`config.mk`:
```
export PLATFORM = sky130hd
export DESIGN_NAME = literal_assign
export DESIGN_NICKNAME = d
export VERILOG_FILES = /design/src/rtl/common.sv /design/src/rtl/clause_reduce.sv /design/src/rtl/literal_assign.sv
export SDC_FILE = /design/constraint.sdc
export NUM_CORES = 1
export LEC_CHECK = 0
export ABC_CLOCK_PERIOD_IN_PS = 6200
export BUFFER_PORTS_ARGS = -buffer_cell sky130_fd_sc_hd__buf_4
export CORE_UTILIZATION = 59
export CTS_CLUSTER_SIZE = 25
export DETAILED_ROUTE_END_ITERATION = 7
export PLACE_DENSITY_LB_ADDON = 0.2
export SLEW_MARGIN = 30
export SYNTH_ARGS = -nofsm -noshare
export SYNTH_HDL_FRONTEND = slang
export SYNTH_SLANG_ARGS = --single-unit
```
`constraint.sdc`:
```
create_clock -name clock -period 6.2 [get_ports clock]
set_input_delay 1.24 -clock clock [delete_from_list [all_inputs] [get_ports clock]]
set_output_delay 1.24 -clock clock [all_outputs]
set_load 0.05 [all_outputs]
```
`src/rtl/common.sv`:
```
// Shared CNF types and literal helpers for the DPLL datapath.
// Combinational helpers only; no latency, no flow control.
package common;
  localparam int number_clauses    = 4;
  localparam int number_lits       = 3;
  localparam int width_clausearray = 2;
  localparam int width_litarray    = 2;
  localparam int width_var         = 4;

  typedef struct packed {
    logic                 neg;
    logic [width_var-1:0] id;
  } lit;

  typedef struct packed {
    logic [width_litarray:0] len;
    lit [number_lits-1:0]    lits;
  } clause;

  typedef struct packed {
    logic [width_clausearray:0]  len;
    clause [number_clauses-1:0]  clauses;
  } formula;

  typedef logic [width_clausearray:0] clause_idx_t;
  typedef logic [width_litarray:0]    lit_cnt_t;

  localparam lit          zero_lit     = '0;
  localparam clause       zero_clause  = '0;
  localparam formula      zero_formula = '0;
  localparam clause_idx_t clause_limit = clause_idx_t'(number_clauses);

  function automatic lit lit_complement(lit l);
    lit r;
    r     = l;
    r.neg = ~l.neg;
    return r;
  endfunction

  function automatic logic lit_equal(lit a, lit b);
    return (a.neg == b.neg) && (a.id == b.id);
  endfunction
endpackage

```
`src/rtl/clause_reduce.sv`:
```
// Applies one literal to one clause: reports satisfaction, drops complements and compacts survivors.
// Purely combinational, no flow control.
module clause_reduce
  import common::*;
(
  input  logic  [0:0] unused_tie,
  input  clause       in_clause,
  input  lit          in_lit,
  output logic        satisfied,
  output clause       reduced,
  output logic        shrunk
);
  lit       neg_lit;
  lit_cnt_t cnt;

  assign neg_lit = lit_complement(in_lit);

  always_comb begin
    satisfied = 1'b0;
    reduced   = zero_clause;
    cnt       = '0;
    for (int k = 0; k < number_lits; k++) begin
      if (k < int'(in_clause.len)) begin
        if (lit_equal(in_clause.lits[k], in_lit)) begin
          satisfied = 1'b1;
        end else if (!lit_equal(in_clause.lits[k], neg_lit)) begin
          // cnt never exceeds k here, so the write stays inside lits[]
          reduced.lits[cnt[width_litarray-1:0]] = in_clause.lits[k];
          cnt = cnt + lit_cnt_t'(1);
        end
      end
    end
    reduced.len = cnt;
  end

  assign shrunk = !satisfied && (reduced.len < in_clause.len) && (unused_tie == 1'b0);
endmodule

```
`src/rtl/literal_assign.sv`:
```
// Simplifies a CNF formula by one decided literal, one clause per cycle; ended at t+1+N, or at the conflicting clause.
// No backpressure: apply is taken only when idle; optional counters under ASSIGN_STATS_EN.
module literal_assign
  import common::*;
(
  input  logic   clock,
  input  logic   reset_n,
  input  logic   apply,
  input  formula in_formula,
  input  lit     in_lit,
  output logic   busy,
  output logic   ended,
  output logic   conflict,
  output formula out_formula
`ifdef ASSIGN_STATS_EN
  ,
  output logic [width_clausearray:0] stat_sat,
  output logic [width_clausearray:0] stat_shrunk
`endif
);
  typedef enum logic {IDLE, SCAN} state_t;

  state_t      state;
  formula      s_formula;
  lit          s_lit;
  clause_idx_t i;
  clause_idx_t j;
  logic        satisfied;
  logic        shrunk;
  clause       reduced;

  clause_reduce u_reduce (
    .unused_tie (1'b0),
    .in_clause  (s_formula.clauses[i[width_clausearray-1:0]]),
    .in_lit     (s_lit),
    .satisfied  (satisfied),
    .reduced    (reduced),
    .shrunk     (shrunk)
  );

  always_ff @(posedge clock or negedge reset_n) begin
    if (!reset_n) begin
      state       <= IDLE;
      busy        <= 1'b0;
      ended       <= 1'b0;
      conflict    <= 1'b0;
      out_formula <= zero_formula;
      s_formula   <= zero_formula;
      s_lit       <= zero_lit;
      i           <= '0;
      j           <= '0;
`ifdef ASSIGN_STATS_EN
      stat_sat    <= '0;
      stat_shrunk <= '0;
`endif
    end else begin
      ended <= 1'b0;
      case (state)
        IDLE: begin
          if (apply) begin
            s_formula   <= in_formula;
            s_lit       <= in_lit;
            out_formula <= zero_formula;
            conflict    <= 1'b0;
            i           <= '0;
            j           <= '0;
            busy        <= 1'b1;
            state       <= SCAN;
`ifdef ASSIGN_STATS_EN
            stat_sat    <= '0;
            stat_shrunk <= '0;
`endif
          end
        end
        SCAN: begin
          if ((i < s_formula.len) && (i < clause_limit)) begin
            i <= i + clause_idx_t'(1);
`ifdef ASSIGN_STATS_EN
            if (satisfied) stat_sat <= stat_sat + clause_idx_t'(1);
            if (shrunk) stat_shrunk <= stat_shrunk + clause_idx_t'(1);
`endif
            if (!satisfied) begin
              // an emptied clause ends the scan; out_formula.len stays 0
              if (reduced.len == '0) begin
                conflict <= 1'b1;
                ended    <= 1'b1;
                busy     <= 1'b0;
                state    <= IDLE;
              end else begin
                out_formula.clauses[j[width_clausearray-1:0]] <= reduced;
                j <= j + clause_idx_t'(1);
              end
            end
          end else begin
            out_formula.len <= j;
            ended           <= 1'b1;
            conflict        <= 1'b0;
            busy            <= 1'b0;
            state           <= IDLE;
          end
        end
        default: state <= IDLE;
      endcase
    end
  end
endmodule

```
# Word level (Yosys, flattened, before mapping)
# Cells that the tools add are included.
# totals
ff_bits	165
# classes
n_addsub	4
reduce_logical	16
n_mux	67
n_lt_le_gt_ge	12
bitwise	2
eq_ne	16
# ops
operator	count
$mux 72	3
$pmux 75 s2	1
$mux 15	6
$mux 75	1
$bwmux 72	1
$mux 3	14
$bmux 18 s2	1
$demux 18 s2	1
$mux 18	2
$bwmux 15	2
$mux 5	5
$mux 1	23
$demux 5 s2	2
$add 3x1->3 const B	4
$eq 4x4->1	3
$lt 2x3->1 const B	4
$pmux 3 s2	2
$logic_and 1x1->1	10
$ne 2x2->1 const B	4
$eq 1x1->1	6
$ge 2x1->1 const B	3
$lt 1x3->1 const A	2
$pmux 1 s2	3
$reduce_and 2->1	3
10 further kinds	11

# Depth between registers and ports, before layout
# depth
ltp_word	24
depth_mapped	19
mapped_depth_nobuf	16

# Cells and area by module
# A second synthesis with hierarchy kept.
# hier_totals
cells_unflattened	829
hier_area_um2	8265.4
# by_module_without_submodules
module	cells_each	n_inst	seq_area_each_um2	area_per_inst_um2
literal_assign	744	1	4129.0	7627.3
clause_reduce	85	1	0.0	638.1

# Worst setup path after synthesis
# Ideal clock, no wire load.
# synth_path
path_kind	flip-flop to flip-flop
from	reg i[0]
to	reg out_formula[0] (netlist name)
stages_incl_launch_ff	19
required_time_ns	6.059
path_slack_ns	2.246
n_path_buf	3
period_less_slack_ns	3.954
setup_ns	0.141
t_arrival_ns	3.813
path_cell_list	dfrtp_1 buf_6 mux4_2 or2_1 o21ai_0 inv_1 ha_1 nand2_1 a21oi_1 nor2_1 inv_1 ha_1 nor2_1 o211ai_1 and3_4 and3_4 buf_6 buf_12 mux2i_1
# synth_via
elab_chain_len	24
# synth_rtl
item	line_no	text
start: declaration	literal_assign.sv:26	clause_idx_t i;
start signal: assignment	literal_assign.sv:77	i <= i + clause_idx_t'(1);
$bmux 18 s2	literal_assign.sv:34	.in_clause (s_formula.clauses[i[width_clausearray-1:0]]),
$mux 18 (implied by the code)	literal_assign.sv:34	
$eq 4x4->1 or $eq 1x1->1 (tied branches)	common.sv:41	return (a.neg == b.neg) && (a.id == b.id);
$logic_and 1x1->1	common.sv:41	
$mux 1	clause_reduce.sv:26	end else if (!lit_equal(in_clause.lits[k], neg_lit)) begin
$mux 3	clause_reduce.sv:24	if (lit_equal(in_clause.lits[k], in_lit)) begin
$mux 3	clause_reduce.sv:23	if (k < int'(in_clause.len)) begin
$add 3x1->3 (tied with other cells)	clause_reduce.sv:29	cnt = cnt + lit_cnt_t'(1);
[8 not listed]	n/a	
$mux 15	clause_reduce.sv:26	
$mux 15	clause_reduce.sv:24	
$mux 15	clause_reduce.sv:23	
$bwmux 72	literal_assign.sv:90	out_formula.clauses[j[width_clausearray-1:0]] <= reduced;
$mux 72	literal_assign.sv:84	if (reduced.len == '0) begin
$mux 72	literal_assign.sv:82	if (!satisfied) begin
$mux 72	literal_assign.sv:76	if ((i < s_formula.len) && (i < clause_limit)) begin
$pmux 75 s2	literal_assign.sv:58	case (state)
end signal: assignment	literal_assign.sv:47	out_formula <= zero_formula;
end signal: assignment	literal_assign.sv:63	out_formula <= zero_formula;
end: declaration	literal_assign.sv:14	output formula out_formula
# Several ways; a longest one is shown, not always the timed one. The select of a mux whose other input is x is not followed.
# A chain may end at the register's enable or synchronous reset.

# Worst setup path in the final report
# layout_path
from	reg i[0]
to	reg out_formula[62] (netlist name)
# The elaborated chain is that of the path after synthesis.

==> metrics.txt <==
result of the run=finished, final reports clean; Final Routed Wirelength=18,100 um; first-pass GRT wire length=29,200 um; ratio of final minimum period to clock period=0.792; total net switching power=2.69 mW; area share of fa/ha/maj cells after synthesis=0.0193; Power Internal=3.27 mW; non-filler cells in the finished layout=1,104; iteration count of the initial detailed-routing pass=4; Reg2Reg Depth=17; critical path type=flip-flop to flip-flop; most common cell in the synthesized netlist=sky130_fd_sc_hd__nand2_1; antenna violation net count after detailed routing=0; most used routing layer in global routing=met2; CTS tree=built; sequential element share of the synthesized area=0.532; pin slew with the least headroom to its limit=872 ps; primary flip-flop cell chosen by synthesis mapping=sky130_fd_sc_hd__dfrtp_1; cell types with the largest area share after synthesis=sky130_fd_sc_hd__dfrtp_1 53%, sky130_fd_sc_hd__nand2_1 15%, sky130_fd_sc_hd__mux2i_1 8.0%, sky130_fd_sc_hd__mux4_2 4.6%, sky130_fd_sc_hd__ha_1 1.9%; Critical Path Sink Type=flip-flop; total via count in the routed design=6,049; final estimated routing congestion in global placement=0.856; post-synth top area share=0.532; global routing usage summed across all routing layers=0.286; floorplan die area=13,600 sq um; count of cells along the worst hold path=2; number of flops mapped to enable cells by yosys=0; Leak Pwr=4.79 nW; post-synthesis instance area=7760 sq um; ranking of synthesized cells by instance count=313 x sky130_fd_sc_hd__nand2_1, 165 x sky130_fd_sc_hd__dfrtp_1, 62 x sky130_fd_sc_hd__mux2i_1; Gate Count Post-Synth=777; reg2reg start=i[0]$_DFFE_PN0P_; CTS buffer count=17; number of violations of the max-capacitance limit=0; CP Launch Point=i[0]$_DFFE_PN0P_; Avg WL per Cell=16.4 um; worst-case register-to-register setup slack=1290 ps; total DRC errors in the routed layout=0; relative area change from synthesis to final layout=23.7%; worst skew pair latency=430 ps; portion of total power attributed to combinational logic=0.525; Distinct cells, synth=41; number of cells upsized or downsized after cts=0; fraction of layout instances using a drive strength above 1=0.248; total of hold buffers inserted after clock tree synthesis=0; buffer levels on the longest clock path=2; final critical-path required period=4910 ps; power after layout=5.96 mW; Fmax achieved=204 MHz; post-detailed-placement half-perimeter wirelength=12,600 um; startpoint types=flip-flop; Power per Cell Area=620 nW/um^2; maximum vdd ir drop=0.299 mV; vias in the first global route=6,012; end point of the worst hold path=s_formula[31]$_DFFE_PN0P_; post-synthesis register bit count=165; via density per instance=5.48; worst min-delay path class=flip-flop to flip-flop; met3 usage in global routing=0.0529; number of setup violations in the final report=0; portion of netlist area occupied by mux cells=0.142; number of inserted filler cells in the final layout=875; GR Overflow Total=0; highest fanout seen on the critical path=30; endpoint arrival time on the critical path=5250 ps; mean post-synth cell area=9.99 sq um; combinational family with the most area after synthesis=simple AND/OR/NAND/NOR gates; count of input and output buffers=160; setup fix buffers added after clock tree synthesis=0; Util after Layout=0.755; DRT iter0 DRCs=414; CTS Sinks=165; die span in y=117 um; share of synthesized cell area in and, or, nand and nor gates=0.196; RSZ-0062 raised after global routing=no; largest net degree at the start of global routing=109; number of core rows=41; final slew viol count=0; cell accounting for the most synthesized area=sky130_fd_sc_hd__dfrtp_1; met2 track demand over resource in global routing=0.472; sequential share of power=0.293; Clk network pwr share=0.182; Ant. Diodes=0; number of nets in the layout=1,014; deepest level of the CTS H-tree=4; met1 demand-to-capacity share in global routing=0.377; I/O pin count=161; area of the core=12,700 sq um; capture point of the worst reg-to-reg path=out_formula[62]$_DFFE_PN0P_; Hold Fails Final Rpt=0; number of antenna violations at the first check in global routing=0; fraction of the mapped netlist area in compound gates=0.0503; Req. time, crit path=6540 ps; xor/xnor cell area share of the yosys netlist=0.0192; relative slew slack=0.419; maximum clock skew at final layout=7.94 ps; Hold Path Origin=s_formula[31]$_DFFE_PN0P_; Die X=117 um; syn nets=872; switching portion of total power=0.451; Hold WS=472 ps; setup TNS=0 ps; clock edge transition at the registers on the reported setup and hold paths=60 ps; number of placed instances, taps included=1,072; async set-reset flop share out of synthesis=1.00; number of synthesis warnings=0; starting density of the core=0.610; Clk Tree Root Cell=sky130_fd_sc_hd__clkbuf_16
==> sequential cells by signal (all words and copies together), names as in the netlist <==
register	count
s_lit	5
j	3
busy	1
ended	1
out_formula	75
conflict	1
state	1
i	3
s_formula	75
==> layout make-up <==
| type | count | area [sq um] | area share |
|---|---|---|---|
| repair buffers | 168 | 1270 | 0.132 |
| clock buffers | 23 | 488 | 0.0508 |
| well taps | 172 | 215 | 0.0224 |
| inverters | 15 | 56.3 | 0.00586 |
| clock inverters | 9 | 124 | 0.0129 |
| multi-input cells | 552 | 3330 | 0.346 |
| flip-flops and latches | 165 | 4130 | 0.430 |
==> logic make-up (layout without fill, tap and decap cells) <==
group | Yosys count | in the layout
adder cells (fa/ha/maj) | 12 | 12
buffers and inverters | 60 | 215
multiplexers | 86 | 86
AND/OR/NAND/NOR | 372 | 372
flip-flops | 165 | 165
AO/OA/AOI/OAI | 65 | 65
XOR/XNOR | 17 | 17
==> worst max-delay path by stage <==
stage	to	slack, ps	depth (start not counted)
after floorplan	out_formula[0]$_DFFE_PN0P_	2250	18
after global placement	out_formula[55]$_DFFE_PN0P_	1640	16
after detailed placement	out_formula[57]$_DFFE_PN0P_	1360	17
after CTS	out_formula[62]$_DFFE_PN0P_	1330	17
after global routing	out_formula[62]$_DFFE_PN0P_	860	17
final	out_formula[62]$_DFFE_PN0P_	1290	17
==> metrics by stage <==
step | area [sq um] | setup slack (ps)
detailed placement | 8990 | 1360
finish | 9610 | 1290
global route | 9610 | 864
floorplan | 7760 | 2250
CTS | 9600 | 1330
global placement | 8990 | 1640
==> power by group through the flow <==
| stage | registers (mW) | logic (mW) | clock network, mW |
|---|---|---|---|
| finish | 1.75 | 3.13 | 1.08 |
| global route | 1.79 | 3.42 | 1.13 |
| floorplan | 2.01 | 2.07 | 0 |
| global placement | 1.73 | 2.99 | 0 |
| CTS | 1.74 | 3.13 | 1.09 |
| detailed placement | 1.75 | 3.10 | 0 |
==> metal layers <==
metal	part of all wire	up-vias	wire, um
met5	0	-	0
met4	0.020	0	368
met3	0.050	24	897
met2	0.49	207	8900
met1	0.44	2965	7940
li1	-	2853	-
==> worst max-delay path, cell delays in order, from the launching register on <==
cell                       delay (ps)
sky130_fd_sc_hd__dfrtp_1          660
sky130_fd_sc_hd__buf_4            300
sky130_fd_sc_hd__mux4_2           580
sky130_fd_sc_hd__or2_1            310
sky130_fd_sc_hd__o21ai_0          520
sky130_fd_sc_hd__inv_1            100
sky130_fd_sc_hd__ha_1             330
sky130_fd_sc_hd__nand2_1           60
sky130_fd_sc_hd__a21oi_1           50
sky130_fd_sc_hd__nor2_1           300
sky130_fd_sc_hd__inv_1            140
sky130_fd_sc_hd__ha_1             240
sky130_fd_sc_hd__nor2_1           100
sky130_fd_sc_hd__o211ai_1         170
sky130_fd_sc_hd__nand4b_1         350
sky130_fd_sc_hd__buf_4            350
sky130_fd_sc_hd__nand3_1          120
sky130_fd_sc_hd__o21ai_0          140
==> cells in the final DEF (no fill, tap or decap), types with 4 or more instances in the layout <==
cell type | netlist | final
sky130_fd_sc_hd__nand2_1 | 313 | 312
sky130_fd_sc_hd__buf_4 | 0 | 167
sky130_fd_sc_hd__dfrtp_1 | 165 | 165
sky130_fd_sc_hd__mux2i_1 | 62 | 62
sky130_fd_sc_hd__nand3_1 | 24 | 24
sky130_fd_sc_hd__o21ai_0 | 23 | 23
sky130_fd_sc_hd__clkbuf_16 | 0 | 17
sky130_fd_sc_hd__mux4_2 | 16 | 16
sky130_fd_sc_hd__inv_1 | 15 | 15
sky130_fd_sc_hd__o21ai_1 | 15 | 15
sky130_fd_sc_hd__xnor2_1 | 14 | 14
sky130_fd_sc_hd__a21oi_1 | 12 | 12
sky130_fd_sc_hd__ha_1 | 12 | 12
sky130_fd_sc_hd__nor2_1 | 9 | 9
sky130_fd_sc_hd__nor3_1 | 7 | 7
sky130_fd_sc_hd__mux2_2 | 6 | 6
sky130_fd_sc_hd__o221ai_1 | 5 | 5
sky130_fd_sc_hd__clkinv_2 | 0 | 5
sky130_fd_sc_hd__clkbuf_8 | 0 | 5
sky130_fd_sc_hd__and3_4 | 4 | 4
Power figures use the tool's default switching activity.
